<file path="src/rtl/adc_capture_ctrl_pkg.sv">
// Shared definitions for the ADC capture write-side controller.
// State codes are also decoded by the Wishbone readout, so they are fixed values.
package adc_capture_ctrl_pkg;

  localparam int unsigned SAMPLE_WIDTH_DEF = 16;
  localparam int unsigned PTR_BITS_DEF     = 11;
  localparam int unsigned CNT_BITS         = 16;

  typedef enum logic [2:0] {
    ST_IDLE = 3'd0,
    ST_PRE  = 3'd1,
    ST_WAIT = 3'd2,
    ST_POST = 3'd3,
    ST_DONE = 3'd4
  } cap_state_e;

  typedef enum logic [1:0] {
    TRIG_SW   = 2'd0,
    TRIG_RISE = 2'd1,
    TRIG_EXT  = 2'd2,
    TRIG_FALL = 2'd3
  } trig_mode_e;

  // True for the states in which samples are written to the RAM.
  function automatic logic state_busy(input cap_state_e s);
    return (s == ST_PRE) || (s == ST_WAIT) || (s == ST_POST);
  endfunction

endpackage

</file>
<file path="src/rtl/adc_trig_detect.sv">
// Trigger detector: previous-sample register, signed threshold crossing,
// external edge detect and the pending flag for software/external modes.
// Ports:
//   wb_clk_i, wb_rst_n_i   clock, synchronous active-low reset
//   clr                    drop history and pending flag (arm or abort)
//   in_wait                controller is in WAIT
//   smp_valid, smp_data    incoming sample
//   mode, thresh           latched trigger configuration
//   sw_trig, ext_trig      software pulse, synchronised external level
//   trig_hit_c             trigger on this sample (combinational)
module adc_trig_detect
  import adc_capture_ctrl_pkg::*;
#(
  parameter int unsigned SAMPLE_WIDTH = SAMPLE_WIDTH_DEF
) (
  input  logic                    wb_clk_i,
  input  logic                    wb_rst_n_i,
  input  logic                    clr,
  input  logic                    in_wait,
  input  logic                    smp_valid,
  input  logic [SAMPLE_WIDTH-1:0] smp_data,
  input  trig_mode_e              mode,
  input  logic [SAMPLE_WIDTH-1:0] thresh,
  input  logic                    sw_trig,
  input  logic                    ext_trig,
  output logic                    trig_hit_c
);

  logic [SAMPLE_WIDTH-1:0] prev_q;
  logic                    prev_vld_q;
  logic                    ext_q;
  logic                    pend_q;
  logic                    thr_hit;
  logic                    pend_set;
  logic                    ext_edge;

  // History, edge-detect and pending registers.
  always_ff @(posedge wb_clk_i) begin
    if (!wb_rst_n_i) begin
      prev_q     <= '0;
      prev_vld_q <= 1'b0;
      ext_q      <= 1'b0;
      pend_q     <= 1'b0;
    end else begin
      ext_q <= ext_trig;
      if (clr) begin
        prev_vld_q <= 1'b0;
      end else if (smp_valid) begin
        prev_q     <= smp_data;
        prev_vld_q <= 1'b1;
      end
      if (clr || trig_hit_c) begin
        pend_q <= 1'b0;
      end else if (pend_set) begin
        pend_q <= 1'b1;
      end
    end
  end

  // Pending flag only fires on a later sample, never the one that set it.
  always_comb begin
    thr_hit    = 1'b0;
    pend_set   = 1'b0;
    ext_edge   = ext_trig & ~ext_q;
    trig_hit_c = 1'b0;
    case (mode)
      TRIG_RISE: thr_hit = prev_vld_q && ($signed(prev_q) < $signed(thresh)) &&
                           ($signed(smp_data) >= $signed(thresh));
      TRIG_FALL: thr_hit = prev_vld_q && ($signed(prev_q) > $signed(thresh)) &&
                           ($signed(smp_data) <= $signed(thresh));
      TRIG_EXT:  pend_set = in_wait & ext_edge;
      TRIG_SW:   pend_set = in_wait & sw_trig;
      default:   ;
    endcase
    trig_hit_c = smp_valid & in_wait & (thr_hit | pend_q);
  end

endmodule

</file>
<file path="src/rtl/adc_capture_ctrl.sv">
// Write-side controller for the circular ADC sample RAM: writes samples at a
// wrapping pointer and runs the arm/pre/wait/post capture sequence.
// Ports:
//   wb_clk_i, wb_rst_n_i         clock, synchronous active-low reset
//   smp_valid_i, smp_data_i      incoming sample stream
//   arm_i, abort_i               start / cancel capture
//   trig_mode_i, sw_trig_i,
//   ext_trig_i, thresh_i         trigger selection and sources
//   pre_len_i, post_len_i        samples kept before / after the trigger
//   ram_we_o/waddr_o/wdata_o     registered RAM write port
//   busy_o, done_o, cfg_err_o    status
//   trig_addr_o, start_addr_o    frame location for readout
//   state_o, capture_cnt_o       state code, completed frame count
module adc_capture_ctrl
  import adc_capture_ctrl_pkg::*;
#(
  parameter int unsigned SAMPLE_WIDTH = SAMPLE_WIDTH_DEF,
  parameter int unsigned PTR_BITS     = PTR_BITS_DEF
) (
  input  logic                    wb_clk_i,
  input  logic                    wb_rst_n_i,
  input  logic                    smp_valid_i,
  input  logic [SAMPLE_WIDTH-1:0] smp_data_i,
  input  logic                    arm_i,
  input  logic                    abort_i,
  input  logic [1:0]              trig_mode_i,
  input  logic                    sw_trig_i,
  input  logic                    ext_trig_i,
  input  logic [SAMPLE_WIDTH-1:0] thresh_i,
  input  logic [PTR_BITS-1:0]     pre_len_i,
  input  logic [PTR_BITS-1:0]     post_len_i,
  output logic                    ram_we_o,
  output logic [PTR_BITS-1:0]     ram_waddr_o,
  output logic [SAMPLE_WIDTH-1:0] ram_wdata_o,
  output logic                    busy_o,
  output logic                    done_o,
  output logic                    cfg_err_o,
  output logic [PTR_BITS-1:0]     trig_addr_o,
  output logic [PTR_BITS-1:0]     start_addr_o,
  output logic [2:0]              state_o,
  output logic [CNT_BITS-1:0]     capture_cnt_o
);

  cap_state_e              state_q, state_d;
  logic                    busy_q, done_q;
  logic [PTR_BITS-1:0]     wr_ptr_q, pre_cnt_q, post_cnt_q;
  logic [PTR_BITS-1:0]     pre_len_q, post_len_q;
  logic [PTR_BITS-1:0]     trig_addr_q, start_addr_q, ram_waddr_q;
  logic [SAMPLE_WIDTH-1:0] ram_wdata_q, thresh_q;
  trig_mode_e              mode_q;
  logic                    ram_we_q, cfg_err_q;
  logic [CNT_BITS-1:0]     capture_cnt_q;

  logic cfg_bad_c, wr_en_c, arm_ok_c, arm_err_c, trig_fire_c;
  logic frame_done_c, pre_inc_c, post_inc_c, trig_hit_c;

  // Frame must fit in the RAM: pre + post must stay below the depth.
  assign cfg_bad_c = ({1'b0, pre_len_i} + {1'b0, post_len_i}) >= {1'b1, {PTR_BITS{1'b0}}};

  adc_trig_detect #(
    .SAMPLE_WIDTH (SAMPLE_WIDTH)
  ) u_trig (
    .wb_clk_i   (wb_clk_i),
    .wb_rst_n_i (wb_rst_n_i),
    .clr        (abort_i | arm_ok_c),
    .in_wait    (state_q == ST_WAIT),
    .smp_valid  (smp_valid_i),
    .smp_data   (smp_data_i),
    .mode       (mode_q),
    .thresh     (thresh_q),
    .sw_trig    (sw_trig_i),
    .ext_trig   (ext_trig_i),
    .trig_hit_c (trig_hit_c)
  );

  // State register with registered status decodes.
  always_ff @(posedge wb_clk_i) begin
    if (!wb_rst_n_i) begin
      state_q <= ST_IDLE;
      busy_q  <= 1'b0;
      done_q  <= 1'b0;
    end else begin
      state_q <= state_d;
      busy_q  <= state_busy(state_d);
      done_q  <= (state_d == ST_DONE);
    end
  end

  // Next state and per-cycle datapath controls; abort overrides everything.
  always_comb begin
    state_d      = state_q;
    wr_en_c      = 1'b0;
    arm_ok_c     = 1'b0;
    arm_err_c    = 1'b0;
    trig_fire_c  = 1'b0;
    frame_done_c = 1'b0;
    pre_inc_c    = 1'b0;
    post_inc_c   = 1'b0;
    if (abort_i) begin
      state_d = ST_IDLE;
    end else begin
      case (state_q)
        ST_IDLE, ST_DONE: begin
          if (arm_i) begin
            if (cfg_bad_c) begin
              arm_err_c = 1'b1;
              state_d   = ST_IDLE;
            end else begin
              arm_ok_c = 1'b1;
              state_d  = (pre_len_i == '0) ? ST_WAIT : ST_PRE;
            end
          end
        end
        ST_PRE: begin
          if (smp_valid_i) begin
            wr_en_c   = 1'b1;
            pre_inc_c = 1'b1;
            if ((pre_cnt_q + PTR_BITS'(1)) == pre_len_q) state_d = ST_WAIT;
          end
        end
        ST_WAIT: begin
          if (smp_valid_i) begin
            wr_en_c = 1'b1;
            if (trig_hit_c) begin
              trig_fire_c = 1'b1;
              if (post_len_q == '0) begin
                state_d      = ST_DONE;
                frame_done_c = 1'b1;
              end else begin
                state_d = ST_POST;
              end
            end
          end
        end
        ST_POST: begin
          if (smp_valid_i) begin
            wr_en_c    = 1'b1;
            post_inc_c = 1'b1;
            if ((post_cnt_q + PTR_BITS'(1)) == post_len_q) begin
              state_d      = ST_DONE;
              frame_done_c = 1'b1;
            end
          end
        end
        default: state_d = ST_IDLE;
      endcase
    end
  end

  // Write port, pointer, counters and latched configuration.
  always_ff @(posedge wb_clk_i) begin
    if (!wb_rst_n_i) begin
      ram_we_q      <= 1'b0;
      ram_waddr_q   <= '0;
      ram_wdata_q   <= '0;
      wr_ptr_q      <= '0;
      pre_cnt_q     <= '0;
      post_cnt_q    <= '0;
      pre_len_q     <= '0;
      post_len_q    <= '0;
      thresh_q      <= '0;
      mode_q        <= TRIG_SW;
      cfg_err_q     <= 1'b0;
      trig_addr_q   <= '0;
      start_addr_q  <= '0;
      capture_cnt_q <= '0;
    end else begin
      ram_we_q <= wr_en_c;
      if (wr_en_c) begin
        ram_waddr_q <= wr_ptr_q;
        ram_wdata_q <= smp_data_i;
        wr_ptr_q    <= wr_ptr_q + PTR_BITS'(1);
      end
      if (arm_err_c) cfg_err_q <= 1'b1;
      if (arm_ok_c) begin
        cfg_err_q    <= 1'b0;
        pre_len_q    <= pre_len_i;
        post_len_q   <= post_len_i;
        thresh_q     <= thresh_i;
        mode_q       <= trig_mode_e'(trig_mode_i);
        pre_cnt_q    <= '0;
        post_cnt_q   <= '0;
        trig_addr_q  <= '0;
        start_addr_q <= '0;
      end
      if (pre_inc_c)  pre_cnt_q  <= pre_cnt_q + PTR_BITS'(1);
      if (post_inc_c) post_cnt_q <= post_cnt_q + PTR_BITS'(1);
      // The trigger sample is the one being written now, at wr_ptr.
      if (trig_fire_c) begin
        trig_addr_q  <= wr_ptr_q;
        start_addr_q <= wr_ptr_q - pre_len_q;
      end
      if (frame_done_c) capture_cnt_q <= capture_cnt_q + CNT_BITS'(1);
      if (abort_i) begin
        trig_addr_q  <= '0;
        start_addr_q <= '0;
      end
    end
  end

  assign ram_we_o      = ram_we_q;
  assign ram_waddr_o   = ram_waddr_q;
  assign ram_wdata_o   = ram_wdata_q;
  assign busy_o        = busy_q;
  assign done_o        = done_q;
  assign cfg_err_o     = cfg_err_q;
  assign trig_addr_o   = trig_addr_q;
  assign start_addr_o  = start_addr_q;
  assign state_o       = state_q;
  assign capture_cnt_o = capture_cnt_q;

endmodule

</file>
<file path="config.mk">
export PLATFORM = sky130hd
export DESIGN_NAME = adc_capture_ctrl
export DESIGN_NICKNAME = d
export VERILOG_FILES = /design/src/rtl/adc_capture_ctrl_pkg.sv /design/src/rtl/adc_trig_detect.sv /design/src/rtl/adc_capture_ctrl.sv
export SDC_FILE = /design/constraint.sdc
export NUM_CORES = 1
export LEC_CHECK = 0
export ABC_AREA = 1
export BUFFER_PORTS_ARGS = -buffer_cell sky130_fd_sc_hd__buf_2
export CAP_MARGIN = 20
export CORE_UTILIZATION = 58
export DETAILED_ROUTE_END_ITERATION = 6
export HOLD_SLACK_MARGIN = 0.12
export PLACE_DENSITY = 0.82
export REMOVE_ABC_BUFFERS = 1
export SYNTH_ARGS = -nofsm -noshare
export SYNTH_HDL_FRONTEND = slang
export SYNTH_HIERARCHICAL = 1
export SYNTH_SLANG_ARGS = --single-unit
</file>
<file path="constraint.sdc">
create_clock -name wb_clk_i -period 3.6 [get_ports wb_clk_i]
set_clock_uncertainty 0.15 [all_clocks]
set_input_delay 0.18 -clock wb_clk_i [delete_from_list [all_inputs] [get_ports wb_clk_i]]
set_output_delay 0.18 -clock wb_clk_i [all_outputs]
set_load 0.01 [all_outputs]
</file>
---- Yosys cells after proc, flatten, opt, wreduce, memory -nomap -nowiden ----
Cells that the tools add are included.
word-level totals
  bits of input ports ..................... 63
  bits in read-only memories .............. 0
  latch bits .............................. 0
  flip-flop bits (word level) ............. 164
  output and inout port bits .............. 72
  memory bits (writable) .................. 0
  memories kept ........................... 0
cells by class
  reduce and logical (&&, ||, !) cells .... 21
  muxes and demuxes ....................... 45
  multiply operators ...................... 0
  div/mod/pow operators ................... 0
  add/subtract/negate cells ............... 6
  shift operators ......................... 0
  equality and inequality tests ........... 13
  bitwise operators ....................... 10
  $lt $le $gt $ge ......................... 5
operators with widths
  kind                     number
  $mux W11                 5
  $add A11 B1 Y11 const B  3
  $mux W3                  9
  $mux W1                  25
  $eq A11 B11 Y1           2
  $logic_not A11 Y1        2
  $add A16 B1 Y16 const B  1
  $ge A16 B16 Y1           1
  $gt A16 B16 Y1           1
  $le A16 B16 Y1           1
  $lt A16 B16 Y1           1
  $add A11 B11 Y12         1
  $eq A3 B2 Y1 const B     4
  $ge A12 B12 Y1 const B   1
  $pmux W3 S4              1
  $sub A11 B11 Y11         1
  $reduce_or A2 Y1         5
  $eq A3 B1 Y1 const B     2
  $eq A3 B3 Y1 const B     2
  $pmux W1 S2              3
  $reduce_bool A2 Y1       3
  $and A1 B1 Y1            5
  $eq A2 B2 Y1 const B     2
  $logic_and A1 B1 Y1      4
  other kinds (9)          15

---- Logic depth before layout (Yosys ltp) ----
Gate-level depths: netlist (run 1).
  word-level depth ........................ 13
  mapped depth ............................ 27
  depth with buffers taken out ............ 27

---- Modules after synthesis ----
Netlist (run 1), hierarchy kept.
by module, submodules not included
  module            instances  cells each  area an instance (µm²)  sequential area each (µm²)
  adc_capture_ctrl  1          1,072       7,249.5                 2,902.8
  adc_trig_detect   1          232         1,591.5                 380.4

---- Worst setup path before layout (run 1) ----
No wires, ideal clock.
  path kind ............................... reg-to-reg
  start point ............................. register thresh_q[15]
  end point ............................... register start_addr_q[0], in the netlist start_addr_o[0]
  path slack .............................. 0.903 ns
  arrival ................................. 2.477 ns
  required time ........................... 3.380 ns
  cell stages (with the launch flop) ...... 19
  cell sequence ........................... dfxtp_1 inv_1 ha_1 nand2_2 nor4_4 nand2_2 nand2_2 nand2_1 nand3_1 nand3_2 nand3_2 nand2_1 inv_1 nand2_1 inv_1 nand3_1 clkbuf_1 or2_2 a21oi_1
on the way
  cells in the longest elaborated chain, start to end .. 11
  elaborated cells between the ends (all ways) .. 17
  those cells by class .................... order compare: 4; mux: 6; bitwise: 2; reduce/logical: 5
ends and longest elaborated chain
  element                                                     RTL line                                      RTL
  from (decl)                                                 adc_capture_ctrl.sv:49                        logic [SAMPLE_WIDTH-1:0] ram_wdata_q, thresh_q;
  from (signal assigned)                                      adc_capture_ctrl.sv:179                       thresh_q <= thresh_i;
  $gt A16 B16 Y1 or $lt A16 B16 Y1 (tied branches)            adc_trig_detect.sv:69, adc_trig_detect.sv:67
  $logic_and A1 B1 Y1, on equally long branches (2 in a row)  adc_trig_detect.sv:69, adc_trig_detect.sv:67
  $pmux W1 S2 (*)                                             adc_trig_detect.sv:66                         case (mode)
  $or A1 B1 Y1 (*)                                            adc_trig_detect.sv:75                         trig_hit_c = smp_valid & in_wait & (thr_hit | pend_q);
  $and A1 B1 Y1 (*)                                           adc_trig_detect.sv:75
  via trig_hit_c                                              adc_capture_ctrl.sv:55                        logic frame_done_c, pre_inc_c, post_inc_c, trig_hit_c;
  $mux W1 (*)                                                 adc_capture_ctrl.sv:124                       if (trig_hit_c) begin
  $mux W1 (*)                                                 adc_capture_ctrl.sv:122                       if (smp_valid_i) begin
  $mux W1 (*)                                                 adc_capture_ctrl.sv:102                       case (state_q)
  $mux W1 (*)                                                 adc_capture_ctrl.sv:99                        if (abort_i) begin
  $mux W11 or $reduce_bool A2 Y1 (tied branches)              --
  to (signal assigned)                                        adc_capture_ctrl.sv:191                       start_addr_q <= wr_ptr_q - pre_len_q;
  to (decl)                                                   adc_capture_ctrl.sv:48                        logic [PTR_BITS-1:0] trig_addr_q, start_addr_q, ram_waddr_q;
The timed path passes the listed nets; every way through them passes the cells marked *.
A chain may end at the register's enable or synchronous reset.

---- Final worst setup path (run 1) ----
  start point ............................. input port pre_len_i[2]
  end point ............................... register thresh_q[9]
on the way
  cells in the longest elaborated chain, start to end .. 6
ends and longest elaborated chain
  element           RTL line                 RTL
  from (decl)       adc_capture_ctrl.sv:30   input logic [PTR_BITS-1:0] pre_len_i,
  $add A11 B11 Y12  adc_capture_ctrl.sv:58   assign cfg_bad_c = ({1'b0, pre_len_i} + {1'b0, post_len_i}) >= {1'b1, {PTR_BITS{1'b0}}};
  $ge A12 B12 Y1    adc_capture_ctrl.sv:58
  $mux W1           adc_capture_ctrl.sv:105  if (cfg_bad_c) begin
  $mux W1           adc_capture_ctrl.sv:104  if (arm_i) begin
  $mux W1           adc_capture_ctrl.sv:102
  $mux W1           adc_capture_ctrl.sv:99
Every way passes these cells.

==> results of run 1 <==
layer usage:
metal / part of all wire / wire length, um / track usage
met1: 0.43 / 10700 / 0.393
met2: 0.46 / 11400 / 0.533
met3: 0.066 / 1630 / 0.0749
met4: 0.037 / 914 / 0.134
met5: 0 / 0 / 0
layout by cell type (no fill, tap or decap), types with 3 or more instances in the layout:
| master | Yosys | routed |
|---|---|---|
| nand2_1 | 259 | 259 |
| dfxtp_1 | 164 | 164 |
| inv_1 | 162 | 160 |
| nor2_1 | 159 | 158 |
| nand3_1 | 143 | 142 |
| a21oi_1 | 139 | 139 |
| buf_2 | 6 | 134 |
| o21ai_0 | 92 | 92 |
| dlygate4sd3_1 | 0 | 70 |
| ha_1 | 57 | 57 |
| clkbuf_16 | 0 | 17 |
| nor3_1 | 15 | 15 |
| buf_4 | 1 | 13 |
| nand4_1 | 12 | 12 |
| nand3_2 | 5 | 6 |
| inv_2 | 3 | 4 |
| clkinvlp_4 | 0 | 4 |
| nor4_1 | 4 | 4 |
| bufinv_16 | 0 | 4 |
| clkinv_2 | 0 | 4 |
| nor2_2 | 2 | 3 |
| nand2_4 | 3 | 3 |
| o2111ai_1 | 3 | 3 |
| or2_2 | 3 | 3 |
| o21ai_2 | 3 | 3 |
| nand2_2 | 3 | 3 |
worst max-delay path by stage:
stage / from / to / cells after the start
after floorplan: pre_len_i[10] / post_len_q[0] / 7
after global routing: thresh_q[7] / start_addr_o[9] / 21
after global placement: thresh_q[15] / start_addr_o[8] / 18
final: pre_len_i[2] / thresh_q[9] / 15
after CTS: smp_data_i[7] / start_addr_o[8] / 21
after detailed placement: thresh_q[7] / start_addr_o[8] / 20
power groups by stage:
stage	Combinational (uW)	Clock, uW	Sequential (uW)
floorplan	329	0	1930
global placement	485	0	1930
detailed placement	495	0	1930
CTS	561	1960	1890
global route	650	2040	1900
finish	585	1950	1900
sequential cells by signal, summed over array words and instances (netlist names), 2 cells and up:
name and cells:
wr_ptr_q 11, ram_waddr_o 11, trig_addr_o 11, start_addr_o 11, u_trig/prev_q 16, ram_wdata_o 16
post_len_q 11, post_cnt_q 11, mode_q 2, capture_cnt_o 16, pre_cnt_q 11, pre_len_q 11
thresh_q 16, state_o 3
layout make-up:
type / instances / area share
Inverter: 166 / 0.0569
Antenna cell: 1 / 0.000227
Multi-Input combinational cell: 927 / 0.431
Tap cell: 184 / 0.0209
Clock inverter: 13 / 0.0164
Sequential cell: 164 / 0.298
Clock buffer: 19 / 0.0411
Timing Repair Buffer: 218 / 0.135
worst min-delay path: cells and delay by family, from the launching register on:
| kind | cells | cell delay, ns |
|---|---|---|
| AOI/OAI and AO/OA | 1 | 0.05 |
| DFF | 1 | 0.31 |
| and+or+nand+nor | 1 | 0.06 |
stage by stage:
step	cells	hold slack (ns)	area, sq um
after global placement	1588	0.226	9650
after detailed placement	1588	0.241	9650
after floorplan	1257	0.123	8650
after CTS	1690	0.313	11000
final	1692	0.312	11000
after global routing	1692	0.330	11000
timing repair:
action / 4_1_cts / 5_1_grt
endpoints found under the hold margin: 86 / 0
gates resized for setup: 0 / 2
setup endpoints to repair: 0 / 22
hold buffers: 70 / 0
logic make-up (layout without fill, tap and decap cells):
| family | count (synthesis) | after routing |
|---|---|---|
| and+or+nand+nor | 613 | 613 |
| AOI/OAI and AO/OA | 253 | 253 |
| xor gates and xnor gates | 3 | 3 |
| adders and majority gates | 58 | 58 |
| buffers and inverters | 213 | 416 |
| other | 0 | 1 |
| DFF | 164 | 164 |
==> flow_summary.ini, run 1 <==
[worst_setup_path]
r2r_setup_slack_ns = 0.44
end_kind = register
reg2reg_to = start_addr_o[9]
critical-path-top-delay-family = buffers and inverters
slowest_delay_ns = 0.55
path_class = input port to register
ff2ff_path_depth = 21
regToRegStartpoint = thresh_q[7]
start_kind = input port
critical_path_required_ns = 3.82
cp_data_arrival_time_ns = 3.45
worst-path-buf-inv = 5
path_cells = dlygate4sd3_1 -> buf_2 -> ha_1 -> a21oi_1 -> o21ai_0 -> nand2_1 -> nand3_1 -> nand3_1 -> nand2_1 -> nor2_2 -> inv_2 -> buf_4 -> nor2_1 -> nor2_1 -> dlygate4sd3_1
slowest_stage = dlygate4sd3_1
worstPathMaxFanout = 54

[status]
failed_checks = DRC
status = finished with violations

[final_layout]
multiInputGateArea_sq_um = 4750
regArea_sq_um = 3280
fillCellCount = 1138
area_growth_pct = 24.6
fin_util = 0.750
nets = 1615
drive_gt1_frac = 0.141

[sta]
relSlewSlack = 0.492
worst_pin_slew_ns = 0.761
setup_tns_ns = 0
finalMaxSlewViolations = 0
hold_viol = 0
period_share = 0.897
layout_min_cycle_time_ns = 3.23
rsz0062_at_grt = no
setup_ws_ns = 0.372
setup_viol = 0
max_freq_ghz = 0.310

[global_route]
grt_pass1_vias = 8798
grt_overflow = 0
track_usage = 0.319
antenna_found_initial = 1
grt_max_degree = 60
grt_pass1_wl_um = 40700

[min_path]
hold_class = register to register
min_path_cells = 2
hp-start = ram_wdata_o[4]
worstHoldEndpoint = ram_wdata_o[4]

[synth]
synthMuxAreaShare = 0
synthAdderAreaFrac = 0.0829
synth_simple_gate_area_share = 0.300
synth_flop_cell = dfxtp_1
yosysMostFrequentCell = nand2_1
synth.distinct_cells = 41
synth_commonest_cells = nand2_1 (259), dfxtp_1 (164), inv_1 (162), nor2_1 (159), nand3_1 (143)
yosysWarnings = 6
async_flop_share = 0
synth_xor_area_frac = 0.00297
yosys.area.top_type = dfxtp_1
syn_inst = 1304
synth_area_sq_um = 8840
synth-seq-cells = 164
synth_top_family_by_area = simple AND/OR/NAND/NOR gates
seq_area_frac_synth = 0.371
synth_edf_count = 0
yosys-top-cells-area = dfxtp_1 (37%), nand2_1 (11%), nand3_1 (8.1%), ha_1 (8.1%), a21oi_1 (7.9%)
synth.avg_cell_area_sq_um = 6.78
synth_top_area_frac = 0.371
synth_compound_area_frac = 0.151

[cts]
clock_path_buffers = 2
h-tree-depth = 4
cts_setup_buffers = 0
cts_tree = built
insertion_delay_ns = 0.43
ctsRootBufferMaster = clkbuf_16
cts_sinks = 164
cts_inserted_buffers = 17
cts.clk_slew.worst_paths_ns = 0.06

[pwr]
p_leak_uw = 0.00499
p_per_area_nw_per_um2 = 402
power_uw = 4430
pwr-share-seq = 0.428
ir_drop_mv = 0.373
p_sw_uw = 1130
p_comb_frac = 0.132
intPower_uw = 3290
p_sw_frac = 0.256
power_frac_clock = 0.440

[floorplanning]
fp.dieW_um = 125
die_h_um = 125
initial_core_util = 0.601
rows = 44
core_sq_um = 14700
num_io_pins = 135
dieArea_sq_um = 15700

[place]
gp_congestion = 0.913
io_buffers = 134
pre_cts_ws_ns = 0.204
detailed_place_hpwl_um = 15900

[run]
drv_cap = 0

[route]
vias_per_cell = 5.53
routed_wl_um = 24600
dr.pass1.iters = 7
drc = 5
vias = 9364
ant_nets = 0
wl_per_cell_um = 14.5
drtIter0Drc = 863
Note: power is estimated with default switching activity, not from simulation.
==> inputs of run 2 (changes only) <==
Settings changed: MAX_ROUTING_LAYER from default to met4.
==> flow_summary.ini, run 2 (synthesized netlist as in run 1, its figures left out) <==
[worst_setup_path]
critical_path_required_ns = 3.79
reg2reg_to = start_addr_o[10]
path_class = input port to register
start_kind = input port
r2r_setup_slack_ns = 0.42
regToRegStartpoint = thresh_q[15]
end_kind = register
ff2ff_path_depth = 19
cp_data_arrival_time_ns = 3.45
worstPathMaxFanout = 13

[global_route]
grt_max_degree = 84
grt_overflow = 0
grt_pass1_vias = 8853
antenna_found_initial = 1
grt_pass1_wl_um = 41300
track_usage = 0.334

[route]
drc = 10
routed_wl_um = 25200
drtIter0Drc = 889
ant_nets = 0
wl_per_cell_um = 15.0
vias_per_cell = 5.60
dr.pass1.iters = 7
vias = 9443

[floorplanning]
core_sq_um = 14700
fp.dieW_um = 125
initial_core_util = 0.601
dieArea_sq_um = 15700
rows = 44
die_h_um = 125
num_io_pins = 135

[min_path]
min_path_cells = 2
hp-start = ram_waddr_o[9]
hold_class = register to register
worstHoldEndpoint = ram_waddr_o[9]

[final_layout]
final_common_cell = nand2_1
instances_no_fill = 1685
nets = 1607
layout_common_cells = nand2_1 (259), dfxtp_1 (164), inv_1 (160)
drive_gt1_frac = 0.141
fin_util = 0.745
area_growth_pct = 23.9

[pwr]
power_uw = 4420
ir_drop_mv = 0.359
p_leak_uw = 0.00494
p_per_area_nw_per_um2 = 403

[place]
pre_cts_ws_ns = 0.199
dpl.cell_count = 1588
detailed_place_hpwl_um = 16100
gp_congestion = 0.917
io_buffers = 134

[sta]
max_freq_ghz = 0.307
setup_ws_ns = 0.342
worst_pin_slew_ns = 0.775
relSlewSlack = 0.482
setup_viol = 0
hold_viol = 0
layout_min_cycle_time_ns = 3.26
hold_slack_ns = 0.314
period_share = 0.905
rsz0062_at_grt = no
finalMaxSlewViolations = 0

[cts]
cts_inserted_buffers = 17
cts_sinks = 164
insertion_delay_ns = 0.43
h-tree-depth = 4
cts_tree = built
cts.clk_slew.worst_paths_ns = 0.06
clock_path_buffers = 2
ctsRootBufferMaster = clkbuf_16

[run]
drv_cap = 0

[status]
failed_checks = DRC
status = finished with violations
## run 2: cell count changes in the layout (fill, tap and decap cells not counted)
cell / delta
clkinv_4: +2
buf_12: +1
clkinvlp_4: -1
diode_2: +1
dlygate4sd3_1: -8
inv_6: -1
buf_4: -1
## run 2: repair_timing
action | in CTS | in global routing
hold buffers | 61 | 1
buffers inserted | 0 | 0
hold endpoints to repair | 80 | 13
setup endpoints to repair | 0 | 17
resized for setup | 0 | 2
## run 2: how the worst max path moves through the flow
| stage | start | end | slack (ns) | depth (start not counted) |
|---|---|---|---|---|
| after floorplan | pre_len_i[10] | post_len_q[0] | -0.16 | 7 |
| final | smp_data_i[15] | start_addr_o[10] | 0.34 | 20 |
| after CTS | smp_data_i[15] | start_addr_o[5] | 0.13 | 19 |
| after global placement | thresh_q[15] | start_addr_o[8] | 0.26 | 18 |
| after detailed placement | thresh_q[15] | start_addr_o[5] | 0.20 | 18 |
| after global routing | smp_data_i[15] | start_addr_o[10] | 0.10 | 19 |
## run 2: routing by layer
metal	up-vias	part of all wire	track usage	wire length, um
met5	-	0	-	0
met4	0	0.037	0.148	923
met3	95	0.076	0.0663	1920
met2	437	0.48	0.559	12000
met1	4262	0.41	0.386	10300
li1	4649	-	-	-
## run 2: power by group
part / internal [uW] / switching (uW) / total (uW)
sequential: 1870 / 30.7 / 1900
combinational: 228 / 352 / 580
clock: 1200 / 746 / 1940
total: 3290 / 1130 / 4420
## run 2: area by class of cell
type                            count  area (sq um)
Multi-Input combinational cell    927          4750
Fill cell                        1158          3740
Sequential cell                   164          3280
Timing Repair Buffer              210          1420
Inverter                          166           627
Clock buffer                       19           453
Tap cell                          184           230
Clock inverter                     13           181
Antenna cell                        2          5.00
## run 2: critical path, cell delays in order
cell	delay, ns
dlygate4sd3_1	0.54
buf_2	0.15
ha_1	0.38
nand2_2	0.11
nor4_4	0.31
nand2_2	0.11
nand2_2	0.08
nand2_1	0.05
nand3_1	0.09
nand3_2	0.08
nand3_2	0.08
nand2_1	0.05
inv_1	0.08
nand2_1	0.06
inv_1	0.12
nand3_2	0.33
buf_4	0.28
a21oi_1	0.12
o21ai_0	0.11
a21oi_1	0.15
## run 2: through the flow
| stage | setup TNS (ns) | instance area, sq um |
|---|---|---|
| 2_1_floorplan | -2.46 | 8650 |
| 3_3_place_gp | 0 | 9670 |
| 3_5_place_dp | 0 | 9670 |
| 4_1_cts | 0 | 10900 |
| 5_1_grt | 0 | 11000 |
| 6_report | 0 | 11000 |
